===== config.mk =====
export PLATFORM = sky130hd
export DESIGN_NAME = sram_arbiter
export DESIGN_NICKNAME = d
export VERILOG_FILES = /design/src/rtl/sram_arb_pkg.sv /design/src/rtl/sram_rr_picker.sv /design/src/rtl/sram_arbiter.sv
export SDC_FILE = /design/constraint.sdc
export NUM_CORES = 1
export LEC_CHECK = 0
export ABC_AREA = 1
export BUFFER_PORTS_ARGS = -buffer_cell sky130_fd_sc_hd__buf_2
export CORE_ASPECT_RATIO = 1.75
export CORE_MARGIN = 1
export CORE_UTILIZATION = 46
export DETAILED_ROUTE_END_ITERATION = 6
export GPL_ROUTABILITY_DRIVEN = 1
export HOLD_SLACK_MARGIN = 0.15
export PLACE_DENSITY = 0.82
export RECOVER_POWER = 100
export SYNTH_ARGS = -nofsm -noshare
export SYNTH_HDL_FRONTEND = slang
export SYNTH_SLANG_ARGS = --single-unit

===== constraint.sdc =====
create_clock -name AHB_HCLK -period 1.4 [get_ports AHB_HCLK]
set_input_delay 0.07 -clock AHB_HCLK [delete_from_list [all_inputs] [get_ports AHB_HCLK]]
set_output_delay 0.07 -clock AHB_HCLK [all_outputs]
set_load 0.01 [all_outputs]

===== src/rtl/sram_arb_pkg.sv =====
// Shared types and default widths for the image-SRAM arbiter.
package sram_arb_pkg;

    localparam int ADDR_BITS_DEF     = 16;
    localparam int DATA_BITS_DEF     = 8;
    localparam int ACCESS_CYCLES_DEF = 2;

    typedef enum logic [1:0] {
        IDLE   = 2'd0,
        ACCESS = 2'd1,
        DONE   = 2'd2
    } arb_state_t;

    typedef enum logic {
        BUS  = 1'b0,
        EDGE = 1'b1
    } req_id_t;

endpackage


===== src/rtl/sram_rr_picker.sv =====
// Combinational 2-way round-robin choice between the bus loader and the edge core.
module sram_rr_picker
    import sram_arb_pkg::*;
(
    input  logic    bus_req_i,
    input  logic    edge_req_i,
    input  req_id_t last_grant_i,
    output logic    grant_valid_o,
    output req_id_t grant_id_o
);

    always_comb begin
        grant_valid_o = bus_req_i | edge_req_i;
        grant_id_o    = BUS;
        if (bus_req_i && edge_req_i) begin
            // Tie goes to whoever was not served last.
            grant_id_o = (last_grant_i == EDGE) ? BUS : EDGE;
        end else if (edge_req_i) begin
            grant_id_o = EDGE;
        end
    end

endmodule


===== src/rtl/sram_arbiter.sv =====
// Arbitrates the off-chip image SRAM between the AHB bus loader and the edge core,
// running each access with a fixed enable time and a one-cycle ack to the winner.
module sram_arbiter
    import sram_arb_pkg::*;
#(
    parameter int ADDR_BITS     = ADDR_BITS_DEF,
    parameter int DATA_BITS     = DATA_BITS_DEF,
    parameter int ACCESS_CYCLES = ACCESS_CYCLES_DEF
) (
    input  logic                 AHB_HCLK,
    input  logic                 AHB_HRESET,
    input  logic                 bus_req,
    input  logic                 bus_write,
    input  logic [ADDR_BITS-1:0] bus_addr,
    input  logic [DATA_BITS-1:0] bus_wdata,
    output logic                 bus_ack,
    output logic [DATA_BITS-1:0] bus_rdata,
    input  logic                 edge_req,
    input  logic                 edge_write,
    input  logic [ADDR_BITS-1:0] edge_addr,
    input  logic [DATA_BITS-1:0] edge_wdata,
    output logic                 edge_ack,
    output logic [DATA_BITS-1:0] edge_rdata,
    output logic                 sram_read_enable,
    output logic                 sram_write_enable,
    output logic [ADDR_BITS-1:0] sram_address,
    output logic [DATA_BITS-1:0] sram_wdata,
    output logic                 sram_data_oe,
    input  logic [DATA_BITS-1:0] sram_rdata,
    output logic                 busy
);

    localparam int CNT_W = (ACCESS_CYCLES > 1) ? $clog2(ACCESS_CYCLES) : 1;
    localparam logic [CNT_W-1:0] CNT_LOAD = CNT_W'(ACCESS_CYCLES - 1);
    localparam logic [CNT_W-1:0] CNT_ONE  = CNT_W'(1);

    arb_state_t           state_q, state_d;
    logic [CNT_W-1:0]     cnt_q, cnt_d;
    req_id_t              last_grant_q, last_grant_d;
    req_id_t              owner_q, owner_d;
    logic                 write_q, write_d;
    logic [ADDR_BITS-1:0] addr_q, addr_d;
    logic [DATA_BITS-1:0] wdata_q, wdata_d;
    logic                 rd_en_q, rd_en_d;
    logic                 wr_en_q, wr_en_d;
    logic                 bus_ack_q, bus_ack_d;
    logic                 edge_ack_q, edge_ack_d;
    logic [DATA_BITS-1:0] bus_rdata_q, bus_rdata_d;
    logic [DATA_BITS-1:0] edge_rdata_q, edge_rdata_d;
    logic                 busy_q, busy_d;

    logic    grant_valid;
    req_id_t grant_id;

    sram_rr_picker u_picker (
        .bus_req_i     (bus_req),
        .edge_req_i    (edge_req),
        .last_grant_i  (last_grant_q),
        .grant_valid_o (grant_valid),
        .grant_id_o    (grant_id)
    );

    always_comb begin
        state_d      = state_q;
        cnt_d        = cnt_q;
        last_grant_d = last_grant_q;
        owner_d      = owner_q;
        write_d      = write_q;
        addr_d       = addr_q;
        wdata_d      = wdata_q;
        rd_en_d      = 1'b0;
        wr_en_d      = 1'b0;
        bus_ack_d    = 1'b0;
        edge_ack_d   = 1'b0;
        bus_rdata_d  = bus_rdata_q;
        edge_rdata_d = edge_rdata_q;

        case (state_q)
            IDLE: begin
                if (grant_valid) begin
                    state_d      = ACCESS;
                    cnt_d        = CNT_LOAD;
                    owner_d      = grant_id;
                    last_grant_d = grant_id;
                    // Only the winner's inputs are latched, so the loser never reaches the pins.
                    write_d      = (grant_id == BUS) ? bus_write : edge_write;
                    addr_d       = (grant_id == BUS) ? bus_addr  : edge_addr;
                    wdata_d      = (grant_id == BUS) ? bus_wdata : edge_wdata;
                    rd_en_d      = ~write_d;
                    wr_en_d      = write_d;
                end
            end
            ACCESS: begin
                if (cnt_q == '0) begin
                    state_d = DONE;
                    if (owner_q == BUS) begin
                        bus_ack_d = 1'b1;
                        if (!write_q) bus_rdata_d = sram_rdata;
                    end else begin
                        edge_ack_d = 1'b1;
                        if (!write_q) edge_rdata_d = sram_rdata;
                    end
                end else begin
                    cnt_d   = cnt_q - CNT_ONE;
                    rd_en_d = ~write_q;
                    wr_en_d = write_q;
                end
            end
            DONE: begin
                state_d = IDLE;
            end
            default: begin
                state_d = IDLE;
            end
        endcase

        busy_d = (state_d != IDLE);
    end

    always_ff @(posedge AHB_HCLK) begin
        if (AHB_HRESET) begin
            state_q      <= IDLE;
            cnt_q        <= '0;
            last_grant_q <= EDGE;
            owner_q      <= BUS;
            write_q      <= 1'b0;
            addr_q       <= '0;
            wdata_q      <= '0;
            rd_en_q      <= 1'b0;
            wr_en_q      <= 1'b0;
            bus_ack_q    <= 1'b0;
            edge_ack_q   <= 1'b0;
            bus_rdata_q  <= '0;
            edge_rdata_q <= '0;
            busy_q       <= 1'b0;
        end else begin
            state_q      <= state_d;
            cnt_q        <= cnt_d;
            last_grant_q <= last_grant_d;
            owner_q      <= owner_d;
            write_q      <= write_d;
            addr_q       <= addr_d;
            wdata_q      <= wdata_d;
            rd_en_q      <= rd_en_d;
            wr_en_q      <= wr_en_d;
            bus_ack_q    <= bus_ack_d;
            edge_ack_q   <= edge_ack_d;
            bus_rdata_q  <= bus_rdata_d;
            edge_rdata_q <= edge_rdata_d;
            busy_q       <= busy_d;
        end
    end

    assign sram_read_enable  = rd_en_q;
    assign sram_write_enable = wr_en_q;
    assign sram_data_oe      = wr_en_q;
    assign sram_address      = addr_q;
    assign sram_wdata        = wdata_q;
    assign bus_ack           = bus_ack_q;
    assign edge_ack          = edge_ack_q;
    assign bus_rdata         = bus_rdata_q;
    assign edge_rdata        = edge_rdata_q;
    assign busy              = busy_q;

endmodule


==> qor.yml, run 1 <==
status: "completed"
drtIter0Drc: 106
area_growth_pct: 53.28
synthTopCellsByArea: "dfxtp_1 (44%), nor2_1 (17%), nand2_1 (12%)"
synth.distinct_cells: 16
fin_util_pct: 74.56
min_path_type: "in -> reg"
avgSynthCellArea_um2: 6.490
setup_slack_ns: 0.08169
dpl_worst_slack_ns: 0.1999
fin_nets: 582
antenna_found_initial: 0
clock-sinks: 51
power_density_mw_per_mm2: 1053
grt_max_degree: 50
maxSlewViolCount: 0
worstPathArrival_ns: 1.55
hold_viol_final: 0
grt_pass1_vias: 2841
synth_nets: 421
ir_drop_mv: 0.7862
crit_start: "last_grant_q"
viasPerCell: 5.033
num_antenna_cells: 0
met1_usage_pct: 29.65
gp_congestion: 0.8000
cts-root-buf: "clkbuf_8"
async_flop_share_pct: 0
cts_max_path_buffers: 2
ys_seq_area_share_pct: 43.82
dpl_cell_area_mm2: 0.002897
clock_latency_ns: 0.31
synth_top_area_share_pct: 43.82
min-delay-start: "bus_req"
path_cells: "nand2_1 -> nand2_1 -> buf_12 -> nand2_1 -> nand2_1 -> nor2_4 -> nor2_1"
critPathKind: "reg -> reg"
grt_usage_pct: 29.07
path_clk_slew_ns: 0.08
synthTopCellsByCount: "nor2_1 (107), nand2_1 (77), dfxtp_1 (51)"
period_minus_slack_ns: 1.318
grt_use_met2_pct: 54.22
netlist_area_mm2: 0.002330
worst_pin_slew_ns: 0.4178
die_height_um: 96.15
ys_seq_elements: 51
cts_tree: "yes"
io_buffers: 107
synth.most_common_cell: "nor2_1"
finalPower_mw: 3.759
overflow: 0
crit_top_cell: "nand2_1"
rows: 33
grt_setup_unrepaired: "no"
synth_area_leader_cell: "dfxtp_1"
relSlewSlack_pct: 72.11
grt_pass1_wl_um: 12190
setup_viol: 0
drv_cap: 0
core-area_mm2: 0.004790
layout-drive-gt1-share_pct: 15.93
fmax_mhz: 758.5
cp_max_fo: 49
fin_skew_ns: 0.005612
hold_slack_ns: 0.1980
initial_utilization_pct: 48.64
io_pins: 108
htree_levels: 2
grt_busiest_layer: "met2"
critPathTopFamily: "simple AND/OR/NAND/NOR gates"
slowest_stage: "dfxtp_1"
max_stage_delay_ns: 0.34
p_leak_nw: 1.823
required_ns: 1.63
grt_use_met3_pct: 6.452
cts_setup_buffers: 0
path_buf_inv: 1
fp.dieW_um: 55.80
post-place-cells: 505
postSynthCellCount: 359
drc_errors: 0
r2r_start: "last_grant_q"
routedWlPerCell_um: 13.35
cts_buffers: 5
cp-start-kind: "flop"
finalNonFillerCells: 573
fin_area_mm2: 0.003571
ys_warn_count: 0
num_vias: 2884
hpwl_um: 3869
drt-total-wl_um: 7647
endpoint_kind: "flop"
finalCritPeriodShare_pct: 94.17
synth_edf_count: 0
first_pass_iters: 5
timing.setup.tns_ns: 0
dieArea_mm2: 0.005364
synth_ff_type: "dfxtp_1"
drtAntennaViolNets: 0
cell type report:
type / instances / area, um2
Clock inverter: 2 / 35.03
Timing Repair Buffer: 172 / 1145
Clock buffer: 6 / 82.58
Multi-Input combinational cell: 245 / 1054
Fill cell: 367 / 1219
Sequential cell: 51 / 1021
Inverter: 45 / 168.9
Tap cell: 52 / 65.06
routing by layer:
metal | routed length, um | up-vias | share of wire (%)
met5 | 0 | - | 0
met4 | 365 | 0 | 4.8
met3 | 607 | 34 | 7.9
met2 | 3864 | 165 | 51
met1 | 2809 | 1287 | 37
li1 | - | 1398 | -
state kept, by name (all words and copies together) (netlist names), 2 cells and up:
| signal | cells |
|---|---|
| edge_rdata | 8 |
| bus_rdata | 8 |
| sram_wdata | 8 |
| sram_address | 16 |
| state_q | 2 |
cell families after synthesis:
logic type	count (synthesis)	share of synthesized area [%]
DFF	51	43.82
AOI/OAI and AO/OA	31	6.659
and+or+nand+nor	214	38.13
buffers and inverters	63	11.39
final timing paths:
check	endpoint	slack (ns)	cells past startpoint
min reg2reg	last_grant_q	0.47	2
min	owner_q	0.20	4
max reg2reg	sram_wdata[2]	0.08	7
max	sram_wdata[2]	0.08	7
placed cells by master, fill, tap and decap left out, drive strengths merged:
master,instances
dfxtp,51
nand3,23
nand4,1
a21oi,7
clkinv,1
buf,65
inv,45
o21ai,24
nand2,77
dlygate4sd3,60
nor2,113
clkbuf,53
bufinv,1
worst reg2reg max path, cell delays in order, from the launching register on:
cell	delay [ns]
dfxtp_1	0.34
nand2_1	0.11
nand2_1	0.14
buf_12	0.24
nand2_1	0.10
nand2_1	0.13
nor2_4	0.06
nor2_1	0.14
repair_timing:
item / in CTS / in global routing
hold buffers: 60 / 0
gates resized for setup: 0 / 5
setup endpoints to repair: 0 / 3
endpoints found under the hold margin: 48 / 0
power by group:
part           switching [mW]  internal, mW  leakage, nW
combinational           0.587         0.422         1.34
clock                   0.474         0.578       0.0612
sequential             0.0973          1.60        0.420
(Power assumes the default switching activity.)
==> run 2, diff against run 1 <==
--- a/config.mk
+++ b/config.mk
@@ -6,7 +6,7 @@
 export NUM_CORES = 1
 export LEC_CHECK = 0
 export ABC_AREA = 1
-export BUFFER_PORTS_ARGS = -buffer_cell sky130_fd_sc_hd__buf_2
+export BUFFER_PORTS_ARGS = -buffer_cell sky130_fd_sc_hd__buf_4
 export CORE_ASPECT_RATIO = 1.75
 export CORE_MARGIN = 1
 export CORE_UTILIZATION = 46
==> run 2 against run 1 <==
Against the previous run:
- non-clock buffer count down 2
- utilization up 1.8 points
- die area unchanged
- sequential share of layout area down 0.67 points
- clock power down 21%
- count of clock-buffer cells in the layout unchanged
- critical path depth unchanged
- hold slack worse by 0.022 ns
- register-to-register slack better by 0.04 ns
- routed wire length up 6.2%
- critical endpoint unchanged
- largest cell class unchanged
- largest power group unchanged
==> qor.yml, run 2 (synthesis results as in run 1) <==
grt_usage_pct: 30.99
gp_congestion: 0.7904
worst_pin_slew_ns: 0.4164
r2r_cells: 6
routedWlPerCell_um: 14.20
cts-root-buf: "clkbuf_8"
clock-sinks: 51
antenna_found_initial: 0
ir_drop_mv: 0.7279
endpoint_kind: "flop"
grt_pass1_vias: 2994
path_clk_slew_ns: 0.09
fin_skew_ns: 0.004424
drv_cap: 0
io_buffers: 107
initial_utilization_pct: 48.64
cts_buffers: 5
drc_errors: 0
period_minus_slack_ns: 1.357
cp_max_fo: 50
viasPerCell: 5.121
area_growth_pct: 56.98
relSlewSlack_pct: 72.20
worstPathArrival_ns: 1.54
post-place-cells: 504
layout-drive-gt1-share_pct: 15.61
n_fill_cell: 384
io_pins: 108
fin_nets: 580
required_ns: 1.59
fp.dieW_um: 55.80
htree_levels: 2
drt-total-wl_um: 8121
p_leak_nw: 1.846
first_pass_iters: 5
cts_max_path_buffers: 2
grt_max_degree: 51
cp-start-kind: "input port"
num_vias: 2929
drtIter0Drc: 114
critPathKind: "in -> reg"
hold_viol_final: 0
fmax_mhz: 736.7
largest_reg_flops: 16
setup_viol: 0
finalCritPeriodShare_pct: 96.96
overflow: 0
cts_tree: "yes"
core-area_mm2: 0.004790
status: "completed"
dieArea_mm2: 0.005364
fin_util_pct: 76.36
drtAntennaViolNets: 0
grt_setup_unrepaired: "no"
worstHoldPathCells: 4
clock_latency_ns: 0.29
cts_setup_buffers: 0
timing.setup.tns_ns: 0
min_path_type: "in -> reg"
rows: 33
maxSlewViolCount: 0
hpwl_um: 4131
grt_pass1_wl_um: 13040
finalNonFillerCells: 572
power_density_mw_per_mm2: 979.3
layout_commonest_cell: "nor2_1"
final_cell_mix: "nor2_1 (107), nand2_1 (77), buf_4 (61)"
die_height_um: 96.15
cts-resized-gates: 0
run 2: area by class of cell:
cell class | instances | area [um2] | share of cell area, %
Tap cell | 52 | 65.06 | 1.779
Clock inverter | 2 | 12.51 | 0.3421
Inverter | 45 | 168.9 | 4.619
Clock buffer | 6 | 72.57 | 1.984
Multi-Input combinational cell | 245 | 1044 | 28.53
Sequential cell | 51 | 1021 | 27.92
Antenna cell | 1 | 2.502 | 0.06842
Timing Repair Buffer | 170 | 1271 | 34.76
run 2: through the flow:
step,power [mW],setup slack [ns],hold slack (ns),cell area (um2)
floorplan,2.251,0.3641,0.2588,2330
detailed placement,2.679,0.1715,0.2997,3157
global route,3.781,0.004188,0.2066,3655
finish,3.582,0.04262,0.1759,3657
CTS,3.633,0.1413,0.1597,3832
global placement,2.654,0.2185,0.2956,3157
run 2: layer usage:
| layer | up-vias | GRT usage [%] | wire length [um] |
|---|---|---|---|
| li1 | 1396 | - | - |
| met1 | 1340 | 30.27 | 2839 |
| met2 | 165 | 60.34 | 4385 |
| met3 | 28 | 6.586 | 601 |
| met4 | 0 | 16.04 | 294 |
| met5 | - | 0 | 0 |
run 2: final timing paths:
check,startpoint,end,slack [ns]
min reg2reg,last_grant_q,last_grant_q,0.47
max reg2reg,last_grant_q,sram_wdata[4],0.12
min,bus_req,owner_q,0.18
max,edge_req,sram_wdata[2],0.04
run 2: report_power, final:
group	internal (mW)	total (mW)	switching, mW	leakage (nW)
combinational	0.454	1.05	0.597	1.38
clock	0.351	0.831	0.481	0.0412
sequential	1.60	1.70	0.0984	0.420
total	2.41	3.58	1.18	1.85
run 2: worst max-delay path, cell delays in order:
cell,delay (ns)
dlygate4sd3_1,0.54
buf_4,0.15
nor2_1,0.18
nor2_4,0.07
buf_12,0.18
o21ai_0,0.27
nor2_1,0.08
run 2: repair_timing:
| item | CTS | global route |
|---|---|---|
| hold buffers | 59 | 0 |
| endpoints found under the hold margin | 48 | 0 |
| setup endpoints to repair | 0 | 0 |
